`config.mk`:
```
export PLATFORM = sky130hd
export DESIGN_NAME = alu_exec_unit
export DESIGN_NICKNAME = d
export VERILOG_FILES = /design/src/rtl/alu_exec_unit.sv
export SDC_FILE = /design/constraint.sdc
export NUM_CORES = 1
export LEC_CHECK = 0
export ABC_AREA = 1
export BUFFER_PORTS_ARGS = -buffer_cell sky130_fd_sc_hd__buf_2
export CORE_MARGIN = 2
export CORE_UTILIZATION = 50
export CTS_CLUSTER_DIAMETER = 120
export CTS_CLUSTER_SIZE = 12
export DETAILED_ROUTE_END_ITERATION = 7
export PLACE_DENSITY = 0.73
export SLEW_MARGIN = 20
export SYNTH_ARGS = -nofsm -noshare
export SYNTH_HDL_FRONTEND = slang
export SYNTH_SLANG_ARGS = --single-unit
```
`constraint.sdc`:
```
create_clock -name clk -period 4.3 [get_ports clk]
set_input_delay 0.215 -clock clk [delete_from_list [all_inputs] [get_ports clk]]
set_output_delay 0.215 -clock clk [all_outputs]
set_load 0.005 [all_outputs]
```
`src/rtl/alu_exec_unit.sv`:
```
// Sequential ALU execution unit: single-cycle add/sub/xor/or, bit-serial LSL/LSR,
// with valid/ready handshakes on operands and result, one operation in flight.
module alu_exec_unit #(
  parameter int WIDTH = 32,
  parameter int SHW   = $clog2(WIDTH)
) (
  input  logic             clk,
  input  logic             rst_n,
  input  logic             in_valid,
  output logic             in_ready,
  input  logic [2:0]       alu_control,
  input  logic [WIDTH-1:0] op_a,
  input  logic [WIDTH-1:0] op_b,
  output logic             out_valid,
  input  logic             out_ready,
  output logic [WIDTH-1:0] result,
  output logic             zero,
  output logic             err
);

  typedef enum logic [1:0] {
    IDLE  = 2'd0,
    SHIFT = 2'd1,
    DONE  = 2'd2
  } state_t;

  typedef enum logic [2:0] {
    ALU_ILL  = 3'b000,
    ALU_ADD  = 3'b001,
    ALU_XOR  = 3'b010,
    ALU_SUB  = 3'b011,
    ALU_ADD2 = 3'b100,
    ALU_OR   = 3'b101,
    ALU_LSL  = 3'b110,
    ALU_LSR  = 3'b111
  } alu_op_t;

  state_t           state;
  alu_op_t          op;
  logic [WIDTH-1:0] result_reg;
  logic [SHW-1:0]   cnt;
  logic             err_reg;
  logic             shift_left;

  assign op = alu_op_t'(alu_control);

  always_ff @(posedge clk or negedge rst_n) begin
    if (!rst_n) begin
      state      <= IDLE;
      result_reg <= '0;
      cnt        <= '0;
      err_reg    <= 1'b0;
      shift_left <= 1'b0;
    end else begin
      unique case (state)
        IDLE: begin
          if (in_valid) begin
            err_reg <= 1'b0;
            state   <= DONE;
            unique case (op)
              ALU_ADD, ALU_ADD2: result_reg <= op_a + op_b;
              ALU_XOR:           result_reg <= op_a ^ op_b;
              ALU_SUB:           result_reg <= op_a - op_b;
              ALU_OR:            result_reg <= op_a | op_b;
              ALU_LSL, ALU_LSR: begin
                result_reg <= op_a;
                cnt        <= op_b[SHW-1:0];
                shift_left <= (op == ALU_LSL);
                // A zero shift amount completes immediately with the operand unchanged.
                if (op_b[SHW-1:0] != '0) state <= SHIFT;
              end
              ALU_ILL: begin
                result_reg <= '0;
                err_reg    <= 1'b1;
              end
            endcase
          end
        end
        SHIFT: begin
          result_reg <= shift_left ? (result_reg << 1) : (result_reg >> 1);
          cnt        <= cnt - SHW'(1);
          if (cnt == SHW'(1)) state <= DONE;
        end
        DONE: begin
          if (out_ready) state <= IDLE;
        end
        default: state <= IDLE;
      endcase
    end
  end

  // rst_n gates in_ready so the unit never advertises readiness while held in reset.
  assign in_ready  = rst_n && (state == IDLE);
  assign out_valid = (state == DONE);
  assign result    = result_reg;
  assign zero      = out_valid && (result_reg == '0);
  assign err       = out_valid && err_reg;

endmodule

```
==> impl_metrics.yaml, run 1 <==
outcome:
  status: "finished, final reports clean"
sta:
  timing.fmax_mhz: 317
  report.final.slew_viol_count: 0
  worst_slew_pin_slew_ps: 967
  period_needed_ps: 3160
  setup_tns_ps: 0
  setup_viol: 0
  clock_skew_ps: 3.16
  fin_crit_sh: 0.734
  relSlewSlack: 0.355
  finalHoldViolCount: 0
  rsz0062_at_grt: "false"
setup_path:
  crit_path_start_kind: "input port"
  required_ps: 4510
  reg2reg_depth: 11
  startpoint: "op_b[1]"
  cp_slowest_cell: "ha_1"
  worstReg2RegStart: "state[0]"
  crit_top_cell: "nand2_1"
  reg2reg_to: "cnt[4]"
  cpPeakStageDelay_ps: 400
  cp.depth: 24
  worstPathArrival_ps: 3370
  path_cells: "buf_2 -> inv_1 -> ha_1 -> nand2_2 -> nor2_4 -> nand4_4 -> nor2_4 -> nand2_2 -> nor2_4 -> nor2_2 -> a21oi_2 -> nand2_1 -> xor2_1 -> ha_1 -> nand2_1 -> nor2_1 -> inv_1 -> nor3_1 -> nand2_1 -> nand3_1 -> nand2_1 -> nand3_1 -> nand2_1 -> a21oi_1"
  cp_top_family: "simple AND/OR/NAND/NOR gates"
  crit_path_end_kind: "flop"
  cp_num_buf_inv: 3
  crit_path_max_fanout: 6
  crit_path_end: "result[31]"
  r2r_slack_ps: 1240
  path_class: "in -> reg"
clock_network:
  clock_sinks: 41
  cts_tree: "built"
  cts_root_buf: "clkbuf_16"
  clockBufferDepth: 2
  cts.clk_slew.worst_paths_ps: 60
  cts.repair.resized: 0
  cts_buffers: 5
  postCtsSetupBuffers: 0
  htreeDepth: 2
  cts.hold.buffers_added: 0
  clock_latency_ps: 290
finish:
  final_area_um2: 7650
  area_growth_pct: 11.7
  diodes: 0
  drive_above_1_share: 0.116
  fill_cells: 1446
  utilization: 0.575
  finalNetCount: 1408
  largest_register_ffs: 32
  final_cells: 1446
global_routing:
  grt_max_degree: 43
  grt_overflow: 0
  grt_pass1_wl_mm: 36.7
  antenna_found_initial: 0
  grt_pass1_vias: 7262
  gr-usage-all-layers: 0.319
die:
  ioPinCount: 107
  initial_utilization: 0.515
  dieHeight_um: 121
  dieWidth_um: 121
  coreArea_um2: 13300
  rows: 42
  die_area_um2: 14600
power_and_ir_drop:
  p_leak_nw: 4.37
  peakVddDrop_mv: 0.255
  power_density_nw_per_um2: 413
logic_synthesis:
  syn_inst: 1186
  syn_nets: 1325
  ys_warn_count: 0
  netlist_area_um2: 6850
  yosysSeqAreaShare: 0.150
  syn-mean-instance-area_um2: 5.77
  synth-seq-cells: 41
  synth_cell_types: 47
route:
  vias_per_cell: 5.49
  drt_iter0_markers: 693
  routed_wl_mm: 23.4
  drc_errors: 0
  dr.pass1.iters: 6
  antenna_left: 0
  vias: 7933
  wl_per_cell_um: 16.2
min_path:
  hp-class: "in -> async"
placement:
  placed_cells: 1438
  place_area_um2: 7480
  gp_congestion: 1.02
  dp_hpwl_mm: 18.8
  port_buffers: 106
job:
  cap_violations: 0
-- logic make-up after synthesis --
| logic type | Yosys count | share of synthesized area |
|---|---|---|
| AO/OA/AOI/OAI | 240 | 0.197 |
| XOR/XNOR | 39 | 0.0499 |
| adder cells (fa/ha/maj) | 68 | 0.125 |
| buffers and inverters | 258 | 0.145 |
| flip-flops | 41 | 0.150 |
| AND/OR/NAND/NOR | 540 | 0.333 |
-- how the worst min path moves through the flow --
stage | from | to | slack (ps) | depth (start not counted)
floorplan | rst_n | cnt[0] | -80 | 0
global placement | rst_n | cnt[0] | 410 | 1
detailed placement | rst_n | cnt[0] | 410 | 1
CTS | rst_n | state[0] | 110 | 1
global route | rst_n | cnt[0] | 160 | 1
finish | rst_n | cnt[0] | 80 | 1
-- report_power, final --
group | internal, mW | switching, mW | total [mW]
Combinational | 0.687 | 1.24 | 1.93
Sequential | 0.582 | 0.196 | 0.777
Clock | 0.290 | 0.157 | 0.448
Total | 1.56 | 1.60 | 3.16
-- layout make-up --
class,count,area (um^2),area share
clock inverter,1,30.0,0.00393
timing repair buffer,110,561,0.0733
sequential,41,1030,0.134
tap,176,220,0.0288
clock buffer,7,143,0.0186
multi-input combinational,887,4830,0.631
inverter,224,841,0.110
-- through the flow --
step | total power [mW] | setup WS, ps | hold WS [ps]
after floorplan | 2.05 | 1500 | -80.6
after global routing | 3.46 | 804 | 159
after CTS | 3.15 | 1170 | 110
after global placement | 2.65 | 937 | 414
after detailed placement | 2.69 | 871 | 413
final | 3.16 | 1140 | 82.9
-- metal layers --
layer | vias to the layer above | wire (um) | track usage
li1 | 3965 | - | -
met1 | 3580 | 9990 | 0.408
met2 | 318 | 10800 | 0.538
met3 | 70 | 1390 | 0.0282
met4 | 0 | 1260 | 0.155
met5 | - | 0 | 0
-- synth_stat cells (all sizes together) --
library cell | count | share of area
nand2 | 341 | 0.19
inv | 223 | 0.12
nor2 | 98 | 0.058
o21ai | 91 | 0.067
a21oi | 89 | 0.066
ha | 67 | 0.12
nand3 | 60 | 0.044
dfrtp | 41 | 0.15
xor2 | 37 | 0.047
clkbuf | 18 | 0.0099
buf | 16 | 0.012
a31oi | 15 | 0.014
nor3 | 14 | 0.014
o22ai | 11 | 0.010
a221oi | 10 | 0.013
a21boi | 9 | 0.0099
nand4 | 9 | 0.010
nand3b | 6 | 0.0066
nor4 | 5 | 0.0046
and2 | 3 | 0.0027
o211ai | 3 | 0.0033
o21bai | 3 | 0.0033
or2 | 3 | 0.0027
o2111ai | 2 | 0.0026
xnor2 | 2 | 0.0026
a21o | 1 | 0.0011
a221o | 1 | 0.0015
a22oi | 1 | 0.0011
a2bb2oi | 1 | 0.0013
clkinv | 1 | 0.00055
fa | 1 | 0.0029
nand2b | 1 | 0.00091
o21a | 1 | 0.0011
o31ai | 1 | 0.0011
o41ai | 1 | 0.0013
-- cells in the final DEF, fill, tap and decap left out, types with 8 or more instances in the layout --
master	synthesis	final
nand2_1	335	335
inv_1	215	215
buf_2	13	106
nor2_1	91	91
a21oi_1	87	87
o21ai_0	75	75
ha_1	67	67
nand3_1	60	60
dfrtp_1	41	41
xor2_1	37	37
o21ai_1	15	15
a31oi_1	15	15
nor3_1	12	12
o22ai_1	11	11
a221oi_1	10	10
inv_2	8	8
nand4_1	8	8
a21boi_1	8	8
(Power assumes the default switching activity.)
==> run 2, diff against run 1 <==
PLACE_DENSITY = 0.76   (was 0.73)
clock period = 2.7 ns   (was 4.3 ns; I/O delays follow)
==> run 2 against run 1 <==
The run now ends with negative setup slack left. Worst hold slack improved by 47 ps. Register-to-register slack got worse by 530 ps. Wire length rose by 12%. Non-clock buffer count rose by 126. Cell area rose by 23%. Clock power rose by 57%. Largest power group unchanged.
==> impl_metrics.yaml, run 2 (synthesis gave the netlist of run 1 again) <==
power_and_ir_drop:
  power_density_nw_per_um2: 597
  peakVddDrop_mv: 0.367
  pwr-share-seq: 0.223
  intPower_mw: 2.82
  p_leak_nw: 5.13
  p_clk_frac: 0.125
  p_sw_frac: 0.499
  p_sw_mw: 2.80
  combinationalPowerShare: 0.652
finish:
  finalNetCount: 1534
  fill_cells: 1141
  final_common_cell: "nand2_1"
  mostFrequentLayoutCells: "nand2_1 (287), inv_1 (207), buf_4 (128), buf_2 (104), a21oi_1 (66)"
  utilization: 0.708
  final_cells: 1573
  final_area_um2: 9420
  area_growth_pct: 37.5
  drive_above_1_share: 0.302
  largest_register_ffs: 32
clock_network:
  cts_tree: "built"
  clock_sinks: 41
  htreeDepth: 2
  clock_latency_ps: 280
  cts_root_buf: "clkbuf_16"
  clockBufferDepth: 2
  cts_buffers: 5
  cts.clk_slew.worst_paths_ps: 60
setup_path:
  cpPeakStageDelay_ps: 360
  cp_num_buf_inv: 3
  cp_slowest_cell: "ha_1"
  crit_path_end_kind: "flop"
  path_class: "in -> reg"
  crit_path_start_kind: "input port"
  required_ps: 2890
  cp_top_family: "simple AND/OR/NAND/NOR gates"
  startpoint: "op_b[1]"
  worstPathArrival_ps: 3010
  crit_path_max_fanout: 4
  worstReg2RegStart: "state[0]"
route:
  dr.pass1.iters: 6
  vias_per_cell: 5.55
  routed_wl_mm: 26.2
  drc_errors: 0
  drt_iter0_markers: 778
  wl_per_cell_um: 16.7
  vias: 8732
  antenna_left: 0
die:
  dieWidth_um: 121
  die_area_um2: 14600
  dieHeight_um: 121
  initial_utilization: 0.515
  coreArea_um2: 13300
  rows: 42
  ioPinCount: 107
global_routing:
  grt_pass1_wl_mm: 39.7
  grt_max_degree: 42
  grt_pass1_vias: 8177
  antenna_found_initial: 0
  grt_overflow: 0
  gr-usage-all-layers: 0.342
sta:
  timing.fmax_mhz: 355
  finalHoldViolCount: 0
  fin_crit_sh: 1.04
  timing.final.ws_setup_ps: -117
  relSlewSlack: 0.589
  clock_skew_ps: 4.33
  report.final.slew_viol_count: 0
  rsz0062_at_grt: "true"
  setup_tns_ps: -210
  period_needed_ps: 2820
  worst_slew_pin_slew_ps: 615
  setup_viol: 4
placement:
  gp_congestion: 0.998
  placed_cells: 1552
  place_ws_ps: -488
  port_buffers: 106
  place_area_um2: 8340
  dp_hpwl_mm: 20.0
min_path:
  hold_start: "in_valid"
  hp-class: "in -> reg"
outcome:
  status: "finished with violations"
  violations: "negative setup slack"
job:
  cap_violations: 0
## run 2: changes by cell type in the layout (fill, tap and decap cells not counted), sizes merged
cell | previous run | this run
diode | 0 | 1
buf | 110 | 235
dlygate4sd3 | 0 | 1
## run 2: metal layers
layer,GRT usage,vias up,routed length (um)
li1,-,4223,-
met1,0.409,3981,10200
met2,0.600,418,12500
met3,0.0404,110,1860
met4,0.175,0,1680
met5,0,-,0
## run 2: metrics by stage
| step | hold slack (ps) | power (mW) |
|---|---|---|
| 2_1_floorplan | -161 | 3.27 |
| 3_5_place_dp | 253 | 4.50 |
| 3_3_place_gp | 249 | 4.44 |
| 4_1_cts | 127 | 5.28 |
| 6_report | 130 | 5.62 |
| 5_1_grt | 146 | 6.04 |
## run 2: worst min-delay path, cell delays in order
cell     delay [ps]
buf_2            90
o21ai_0          80
nand2_1          70
## run 2: path summary, 6_finish.rpt
kind / endpoint / slack [ps] / cells after the start
max: result[31] / -120 / 25
min: state[0] / 130 / 3
max reg2reg: cnt[3] / 710 / 9
min reg2reg: result[13] / 510 / 2
max in group asynchronous: result[31] / 1810 / 3
min in group asynchronous: cnt[3] / 520 / 3
## run 2: what timing repair did
action                                  4_1_cts  5_1_grt
endpoints found under the hold margin        41        0
resized for setup                            46      173
hold buffers                                  1        0
endpoints found under the setup margin       13       23
setup buffers                                 4        7
pin swaps                                    23       50
cloned                                        0        0
## run 2: power groups by stage
stage / clock network (mW) / logic, mW / registers (mW)
after floorplan: 0 / 2.10 / 1.18
after global placement: 0 / 3.20 / 1.24
after detailed placement: 0 / 3.26 / 1.24
after CTS: 0.703 / 3.34 / 1.24
after global routing: 0.727 / 4.03 / 1.28
final: 0.704 / 3.66 / 1.25
## run 2: final cells by class
class | count | area, um^2 | area share
Antenna cell | 1 | 2.50 | 0.000266
Multi-Input combinational cell | 887 | 5610 | 0.596
Inverter | 224 | 853 | 0.0906
Clock buffer | 7 | 143 | 0.0151
Sequential cell | 41 | 1030 | 0.109
Clock inverter | 1 | 30.0 | 0.00319
Tap cell | 176 | 220 | 0.0234
Timing Repair Buffer | 236 | 1530 | 0.163
